===== src/rtl/alu_pkg.sv =====
// Shared types for the execute stage: ALU op codes, flag indices,
// branch condition selects and op classification helpers.
package alu_pkg;

  localparam int FLAG_Z = 7;
  localparam int FLAG_S = 6;
  localparam int FLAG_C = 5;
  localparam int FLAG_O = 4;

  typedef enum logic [3:0] {
    OP_NOP  = 4'd0,
    OP_MOV  = 4'd1,
    OP_CMP  = 4'd2,
    OP_TEST = 4'd3,
    OP_SHL  = 4'd4,
    OP_SHR  = 4'd5,
    OP_ADD  = 4'd6,
    OP_ADC  = 4'd7,
    OP_SUB  = 4'd8,
    OP_SBB  = 4'd9,
    OP_MUL  = 4'd10,
    OP_AND  = 4'd11,
    OP_OR   = 4'd12,
    OP_XOR  = 4'd13,
    OP_NOT  = 4'd14,
    OP_CLRF = 4'd15
  } alu_op_e;

  typedef enum logic [2:0] {
    CC_ALWAYS = 3'd0,
    CC_Z      = 3'd1,
    CC_NZ     = 3'd2,
    CC_C      = 3'd3,
    CC_NC     = 3'd4,
    CC_S      = 3'd5,
    CC_O      = 3'd6,
    CC_GT     = 3'd7
  } cond_e;

  typedef enum logic [1:0] {
    ST_IDLE = 2'd0,
    ST_EXEC = 2'd1,
    ST_RESP = 2'd2
  } exec_state_e;

  function automatic logic op_writes_back(alu_op_e op);
    logic r;
    case (op)
      OP_NOP, OP_CMP,
      OP_TEST, OP_CLRF: r = 1'b0;
      default:          r = 1'b1;
    endcase
    return r;
  endfunction

  function automatic logic op_updates_flags(alu_op_e op);
    logic r;
    case (op)
      OP_NOP, OP_MOV,
      OP_NOT:  r = 1'b0;
      default: r = 1'b1;
    endcase
    return r;
  endfunction

endpackage


===== src/rtl/alu_exec_stage_if.sv =====
// Decoder-side issue handshake and register-file writeback handshake
// of the execute stage.
interface alu_exec_stage_if #(
  parameter int WORD_SIZE  = 8,
  parameter int REG_ADDR_W = 3
);
  logic                  in_valid;
  logic                  in_ready;
  logic [3:0]            in_op;
  logic [WORD_SIZE-1:0]  in_a;
  logic [WORD_SIZE-1:0]  in_b;
  logic [REG_ADDR_W-1:0] in_dest;
  logic                  wb_valid;
  logic                  wb_ready;
  logic [REG_ADDR_W-1:0] wb_dest;
  logic [WORD_SIZE-1:0]  wb_data;

  modport master (
    output in_valid, in_op, in_a, in_b, in_dest,
    output wb_ready,
    input  in_ready,
    input  wb_valid, wb_dest, wb_data
  );

  modport slave (
    input  in_valid, in_op, in_a, in_b, in_dest,
    input  wb_ready,
    output in_ready,
    output wb_valid, wb_dest, wb_data
  );
endinterface


===== src/rtl/cond_eval.sv =====
// Branch condition evaluator over the Z/S/C/O flag nibble.
// Purely combinational; shared with the branch unit.
module cond_eval
  import alu_pkg::*;
(
  input  logic [7:4] flags,
  input  logic [2:0] cond_sel,
  output logic       cond_true
);
  always_comb begin
    cond_true = 1'b0;
    case (cond_e'(cond_sel))
      CC_ALWAYS: cond_true = 1'b1;
      CC_Z:      cond_true = flags[FLAG_Z];
      CC_NZ:     cond_true = !flags[FLAG_Z];
      CC_C:      cond_true = flags[FLAG_C];
      CC_NC:     cond_true = !flags[FLAG_C];
      CC_S:      cond_true = flags[FLAG_S];
      CC_O:      cond_true = flags[FLAG_O];
      CC_GT:     cond_true = !flags[FLAG_Z]
                           & !flags[FLAG_S];
      default:   cond_true = 1'b0;
    endcase
  end
endmodule


===== src/rtl/alu_exec_stage.sv =====
// Execute-stage sequencer: issue, one ALU cycle, writeback handshake,
// plus the architectural flags register and branch condition output.
module alu_exec_stage
  import alu_pkg::*;
#(
  parameter int WORD_SIZE  = 8,
  parameter int REG_ADDR_W = 3
)(
  input  logic                 clk,
  input  logic                 reset_n,
  alu_exec_stage_if.slave      bus,
  output logic [WORD_SIZE-1:0] alu_a,
  output logic [WORD_SIZE-1:0] alu_b,
  output logic [3:0]           alu_mode,
  input  logic [WORD_SIZE-1:0] alu_c,
  input  logic [7:0]           alu_flags,
  output logic [7:0]           flags_q,
  input  logic [2:0]           cond_sel,
  output logic                 cond_true,
  output logic                 busy
);
  exec_state_e           r_state, w_state_nxt;
  alu_op_e               r_op;
  logic [WORD_SIZE-1:0]  r_a, r_b, r_data;
  logic [REG_ADDR_W-1:0] r_dest;
  logic [7:0]            r_flags, w_flags_nxt;
  logic                  w_unused;

  assign w_unused = &alu_flags[3:0];

  always_comb begin
    w_state_nxt = r_state;
    unique case (1'b1)
      r_state == ST_IDLE:
        if (bus.in_valid) w_state_nxt = ST_EXEC;
      r_state == ST_EXEC:
        w_state_nxt = op_writes_back(r_op)
                    ? ST_RESP : ST_IDLE;
      r_state == ST_RESP:
        if (bus.wb_ready) w_state_nxt = ST_IDLE;
      default: w_state_nxt = ST_IDLE;
    endcase
  end

  // Multiply reports only Z/S; carry and overflow stay architectural.
  always_comb begin
    w_flags_nxt = r_flags;
    if (r_op == OP_CLRF)
      w_flags_nxt = '0;
    else if (op_updates_flags(r_op))
      w_flags_nxt = {alu_flags[7:4], 4'b0};
    if (r_op == OP_MUL)
      w_flags_nxt[5:4] = r_flags[5:4];
  end

  always_ff @(posedge clk or negedge reset_n) begin
    if (!reset_n) begin
      r_state <= ST_IDLE;
      r_op    <= OP_NOP;
      r_a     <= '0;
      r_b     <= '0;
      r_dest  <= '0;
      r_data  <= '0;
      r_flags <= '0;
    end else begin
      r_state <= w_state_nxt;
      if (r_state == ST_IDLE && bus.in_valid) begin
        r_op   <= alu_op_e'(bus.in_op);
        r_a    <= bus.in_a;
        r_b    <= bus.in_b;
        r_dest <= bus.in_dest;
      end
      if (r_state == ST_EXEC) begin
        r_data  <= alu_c;
        r_flags <= w_flags_nxt;
      end
    end
  end

  assign bus.in_ready = (r_state == ST_IDLE);
  assign bus.wb_valid = (r_state == ST_RESP);
  assign bus.wb_dest  = r_dest;
  assign bus.wb_data  = r_data;
  assign busy         = (r_state != ST_IDLE);
  assign alu_a        = r_a;
  assign alu_b        = r_b;
  assign alu_mode     = (r_state == ST_EXEC) ? r_op : OP_NOP;
  assign flags_q      = r_flags;

  cond_eval u_cond (
    .flags     (r_flags[7:4]),
    .cond_sel  (cond_sel),
    .cond_true (cond_true)
  );
endmodule


===== src/flat_wrapper.sv =====
// flat-port wrapper written by rule: the top's interface ports become plain ports
module alu_exec_stage_flat import alu_pkg::*;
#(
  parameter int WORD_SIZE  = 8,
  parameter int REG_ADDR_W = 3
)
  (clk, reset_n, alu_a, alu_b, alu_mode, alu_c, alu_flags, flags_q, cond_sel, cond_true, busy, bus_in_valid, bus_in_op, bus_in_a, bus_in_b, bus_in_dest, bus_wb_ready, bus_in_ready, bus_wb_valid, bus_wb_dest, bus_wb_data);
  alu_exec_stage_if #(.WORD_SIZE(WORD_SIZE), .REG_ADDR_W(REG_ADDR_W)) bus_i ();
  input  logic clk;
  input  logic reset_n;
  output logic [WORD_SIZE-1:0] alu_a;
  output logic [WORD_SIZE-1:0] alu_b;
  output logic [3:0] alu_mode;
  input  logic [WORD_SIZE-1:0] alu_c;
  input  logic [7:0] alu_flags;
  output logic [7:0] flags_q;
  input  logic [2:0] cond_sel;
  output logic cond_true;
  output logic busy;
  input wire logic [$bits(bus_i.in_valid)-1:0] bus_in_valid;
  input wire logic [$bits(bus_i.in_op)-1:0] bus_in_op;
  input wire logic [$bits(bus_i.in_a)-1:0] bus_in_a;
  input wire logic [$bits(bus_i.in_b)-1:0] bus_in_b;
  input wire logic [$bits(bus_i.in_dest)-1:0] bus_in_dest;
  input wire logic [$bits(bus_i.wb_ready)-1:0] bus_wb_ready;
  output wire logic [$bits(bus_i.in_ready)-1:0] bus_in_ready;
  output wire logic [$bits(bus_i.wb_valid)-1:0] bus_wb_valid;
  output wire logic [$bits(bus_i.wb_dest)-1:0] bus_wb_dest;
  output wire logic [$bits(bus_i.wb_data)-1:0] bus_wb_data;
  assign bus_i.in_valid = bus_in_valid;
  assign bus_i.in_op = bus_in_op;
  assign bus_i.in_a = bus_in_a;
  assign bus_i.in_b = bus_in_b;
  assign bus_i.in_dest = bus_in_dest;
  assign bus_i.wb_ready = bus_wb_ready;
  assign bus_in_ready = bus_i.in_ready;
  assign bus_wb_valid = bus_i.wb_valid;
  assign bus_wb_dest = bus_i.wb_dest;
  assign bus_wb_data = bus_i.wb_data;
  alu_exec_stage #(.WORD_SIZE(WORD_SIZE), .REG_ADDR_W(REG_ADDR_W)) u_core (.clk(clk), .reset_n(reset_n), .bus(bus_i), .alu_a(alu_a), .alu_b(alu_b), .alu_mode(alu_mode), .alu_c(alu_c), .alu_flags(alu_flags), .flags_q(flags_q), .cond_sel(cond_sel), .cond_true(cond_true), .busy(busy));
endmodule

===== config.mk =====
export PLATFORM = sky130hd
export DESIGN_NAME = alu_exec_stage_flat
export DESIGN_NICKNAME = d
export VERILOG_FILES = /design/src/rtl/alu_pkg.sv /design/src/rtl/alu_exec_stage_if.sv /design/src/rtl/cond_eval.sv /design/src/rtl/alu_exec_stage.sv /design/src/flat_wrapper.sv
export SDC_FILE = /design/constraint.sdc
export NUM_CORES = 1
export LEC_CHECK = 0
export CORE_AREA = 2 2 59 83
export CTS_CLUSTER_DIAMETER = 150
export DETAILED_ROUTE_END_ITERATION = 6
export DIE_AREA = 0 0 61 85
export PLACE_DENSITY = 0.86
export SYNTH_ARGS = -nofsm -noshare
export SYNTH_HDL_FRONTEND = slang
export SYNTH_SLANG_ARGS = --single-unit
export TNS_END_PERCENT = 100

===== constraint.sdc =====
create_clock -name clk -period 1.8 [get_ports clk]
set_input_delay 0.18 -clock clk [delete_from_list [all_inputs] [get_ports clk]]
set_output_delay 0.18 -clock clk [all_outputs]
set_load 0.005 [all_outputs]

==> impl_metrics.tcl <==
set metrics [dict create \
    outcome "finished, final reports clean" \
    num_io_pins 89 \
    rr_worst_depth 5 \
    std_cell_rows 29 \
    min-delay-start "alu_flags[5]" \
    grt_use_total 0.1465 \
    syn_area_cell_um2 14.96 \
    vias_in_the_first_global_route 1279 \
    intPower_w 0.003066 \
    antenna_cells_inserted 0 \
    worst_setup_path_start_kind "flop" \
    ir_worst_vdd_mv 0.8835 \
    slowest_stage "sky130_fd_sc_hd__mux4_2" \
    drt_pre_antenna_iters 4 \
    post_drt_via_cell_ratio 4.595 \
    dieArea_mm2 0.005185 \
    path_depth 4 \
    final_common_cell "sky130_fd_sc_hd__clkdlybuf4s50_1" \
    count_of_nets_after_finishing 247 \
    effective_utilization_at_floorplan 0.3787 \
    pwr-share-seq 0.363 \
    timing.critical_path.required_ns 1.62 \
    cp_num_buf_inv 2 \
    num-fill-cells 377 \
    maxSlewHeadroom 0.4711 \
    yosysUniqueCellTypes 27 \
    final-instance-count-excl-fill 264 \
    worst_endpoint_data_arrival_time_ns 1.53 \
    drv_slew 0 \
    synth.ff_latch_count 37 \
    layout_common_cells "sky130_fd_sc_hd__clkdlybuf4s50_1, sky130_fd_sc_hd__dfrtp_1, sky130_fd_sc_hd__mux2_4" \
    ctsLongestPathBuffers 2 \
    die_x_um 61 \
    post_synthesis_cell_area_mm2 0.001690 \
    synthToLayoutAreaGrowth_pct 57.44 \
    dr_total_vias 1213 \
    clockRootBuffer "sky130_fd_sc_hd__clkbuf_8" \
    place.port_buffers 80 \
    timing_worst_setup_path_type "reg2out" \
    fin_util 0.5963 \
    dp.cells 253 \
    worst_hold_path_type "in2reg" \
    clkSlewWorstSetupHoldPaths_ns 0.07 \
    setup_viol 0 \
    clkLatencyLatePin_ns 0.29 \
    layout-drive-gt1-share 0.2673 \
    core_mm2 0.004463 \
    timing.critical_path.cells "inv_1, mux2_2, mux4_2, clkbuf_2" \
    critical_path.top_delay_family "multiplexers" \
    synth-seq-area-share 0.5477 \
    clock_network_fraction_of_total_power 0.169 \
    final_min_period_over_clock_period 0.9499 \
    timing.hold.worst_path_depth 3 \
    static-leakage-power_nw 1.233 \
    tightest_slew_ns 0.7934 \
    cts_made_buffers 5 \
    clock-sinks 37 \
    antenna_violating_nets_post_route 0 \
    end_kind "output pin" \
    yosysWarnings 0 \
    fin_worst_skew_ns 0.008597 \
    grt_first_pass_wirelength_um 5630 \
    number_of_drc_violations_after_detailed_routing_iteration_0 23 \
    switching_part_of_the_total 0.2716 \
    synth_cells 113 \
    drv_cap 0 \
    critical_path.reg2reg.startpoint "u_core.r_state[0]$_DFFE_PN0P_" \
    route.detailed.drc 0 \
    power_density_over_the_cells_mw_per_mm2 1582 \
    hpwlAfterDp_um 2620 \
    critPathMaxStageDelay_ns 0.44 \
    grt_start_max_net_pins 38 \
    globalRouteOverflowTotal 0 \
    finalWeightedCongestion 0.7033 \
    achievable-frequency_ghz 0.5849 \
    timing.critical_path.fanout_max 3 \
    detail_route.wl_per_cell_um 13.39 \
    startpoint "u_core.flags_q[5]$_DFFE_PN0P_" \
    tritoncts "yes" \
    hold_viol 0 \
    fin_setup_tns_ns 0 \
    unrepaired_setup_endpoints_after_global_routing "false" \
    switching_power_w 0.001143 \
    die-height_um 85 \
    post-route-min-period_ns 1.710 \
    count_of_h_tree_levels_built_during_cts 2 \
    antenna_violations_before_repair 0 \
    p_comb_frac 0.468 \
    route.final.wire_length_um 3534 \
]
-- timing repair --
action	CTS	global route
setup endpoints to repair	5	5
gates cloned	0	0
gates resized for setup	3	5
endpoints found under the hold margin	13	0
buffers inserted	1	1
hold buffers	1	0
-- cell type report --
type | count | area [um^2] | area share
clock inverter | 3 | 46.29 | 0.01740
inverter | 5 | 18.77 | 0.007052
tap | 62 | 77.57 | 0.02915
sequential | 37 | 925.9 | 0.3479
clock buffer | 5 | 68.82 | 0.02586
multi-input combinational | 65 | 656.9 | 0.2468
timing repair buffer | 87 | 867.1 | 0.3258
-- path summary, 6_finish.rpt --
kind,end,slack (ns)
setup / recovery,cond_true,0.09
hold / removal,u_core.flags_q[5]$_DFFE_PN0P_,0.46
setup reg to reg,u_core.r_op[1]$_DFFE_PN0P_,0.21
hold reg to reg,u_core.bus.wb_data[0]$_DFFE_PN0P_,0.51
max in group asynchronous,u_core.alu_a[1]$_DFFE_PN0P_,0.78
min in group asynchronous,u_core.alu_b[1]$_DFFE_PN0P_,0.50
-- through the flow --
step           instance area, um^2  power (W)  setup slack [ns]  hold WS, ns
2_1_floorplan                 1702   0.002466            0.3343      -0.1156
3_3_place_gp                  2517   0.003479           -0.2565       0.3122
3_5_place_dp                  2517   0.003524           -0.2850       0.3177
4_1_cts                       2649   0.004286          -0.02145       0.4444
5_1_grt                       2661   0.004475           0.02430       0.4800
6_report                      2661   0.004209           0.09023       0.4552
-- metal layers --
metal  GRT usage  share of wire  up-vias
met5           0              0        -
met4     0.05336          0.022        0
met3     0.07012           0.11        7
met2      0.2405           0.48       69
met1      0.1606           0.39      579
li1            -              -      558
-- power by group through the flow --
stage               sequential (W)  clock (W)  combinational (W)
finish                     0.00153   0.000713            0.00197
global route               0.00159   0.000774            0.00212
CTS                        0.00154   0.000744            0.00201
detailed placement         0.00153          0            0.00200
global placement           0.00152          0            0.00196
floorplan                  0.00153          0           0.000932
-- Yosys cell counts --
master	instances	area [um^2]
sky130_fd_sc_hd__and2_1	4	25.02
sky130_fd_sc_hd__nand2b_1	1	6.260
sky130_fd_sc_hd__o21ai_0	2	10.01
sky130_fd_sc_hd__nand2_1	4	15.01
sky130_fd_sc_hd__conb_1	1	3.750
sky130_fd_sc_hd__buf_2	2	10.01
sky130_fd_sc_hd__and2b_2	2	17.52
sky130_fd_sc_hd__o211ai_1	2	15.01
sky130_fd_sc_hd__o22ai_1	1	6.260
sky130_fd_sc_hd__buf_4	4	30.03
sky130_fd_sc_hd__inv_2	1	3.750
sky130_fd_sc_hd__nand3_1	1	5.000
sky130_fd_sc_hd__mux4_2	1	22.52
sky130_fd_sc_hd__inv_1	4	15.01
sky130_fd_sc_hd__and3_1	1	6.260
sky130_fd_sc_hd__dfrtp_1	37	925.9
sky130_fd_sc_hd__or3_1	1	6.260
sky130_fd_sc_hd__mux2_4	19	285.3
sky130_fd_sc_hd__mux2_2	13	146.4
sky130_fd_sc_hd__and2_4	1	8.760
sky130_fd_sc_hd__a32o_1	1	10.01
sky130_fd_sc_hd__buf_12	3	60.06
sky130_fd_sc_hd__mux2i_1	2	20.02
sky130_fd_sc_hd__nor2_1	1	3.750
sky130_fd_sc_hd__nand4_1	1	6.260
sky130_fd_sc_hd__a22o_1	2	17.52
sky130_fd_sc_hd__or2_4	1	8.760
-- tightest hold or removal path, stage by stage --
cell and delay [ns]:
sky130_fd_sc_hd__clkdlybuf4s50_1 0.41, sky130_fd_sc_hd__nand2_1 0.06, sky130_fd_sc_hd__mux2i_1 0.05
-- registers in the layout, summed over array words and instances (netlist names) --
| name | flops |
|---|---|
| u_core.bus.wb_dest | 3 |
| u_core.alu_a | 8 |
| u_core.bus.wb_data | 8 |
| u_core.r_op | 4 |
| u_core.r_state | 2 |
| u_core.alu_b | 8 |
| u_core.flags_q | 4 |
-- logic make-up after synthesis --
| kind of cell | after synthesis | synth area share |
|---|---|---|
| buf+inv | 14 | 0.07032 |
| flops | 37 | 0.5477 |
| other cells | 1 | 0.002218 |
| simple gates | 18 | 0.06440 |
| mux | 35 | 0.2805 |
| compound gates | 8 | 0.03479 |
Power figures use the tool's default switching activity.
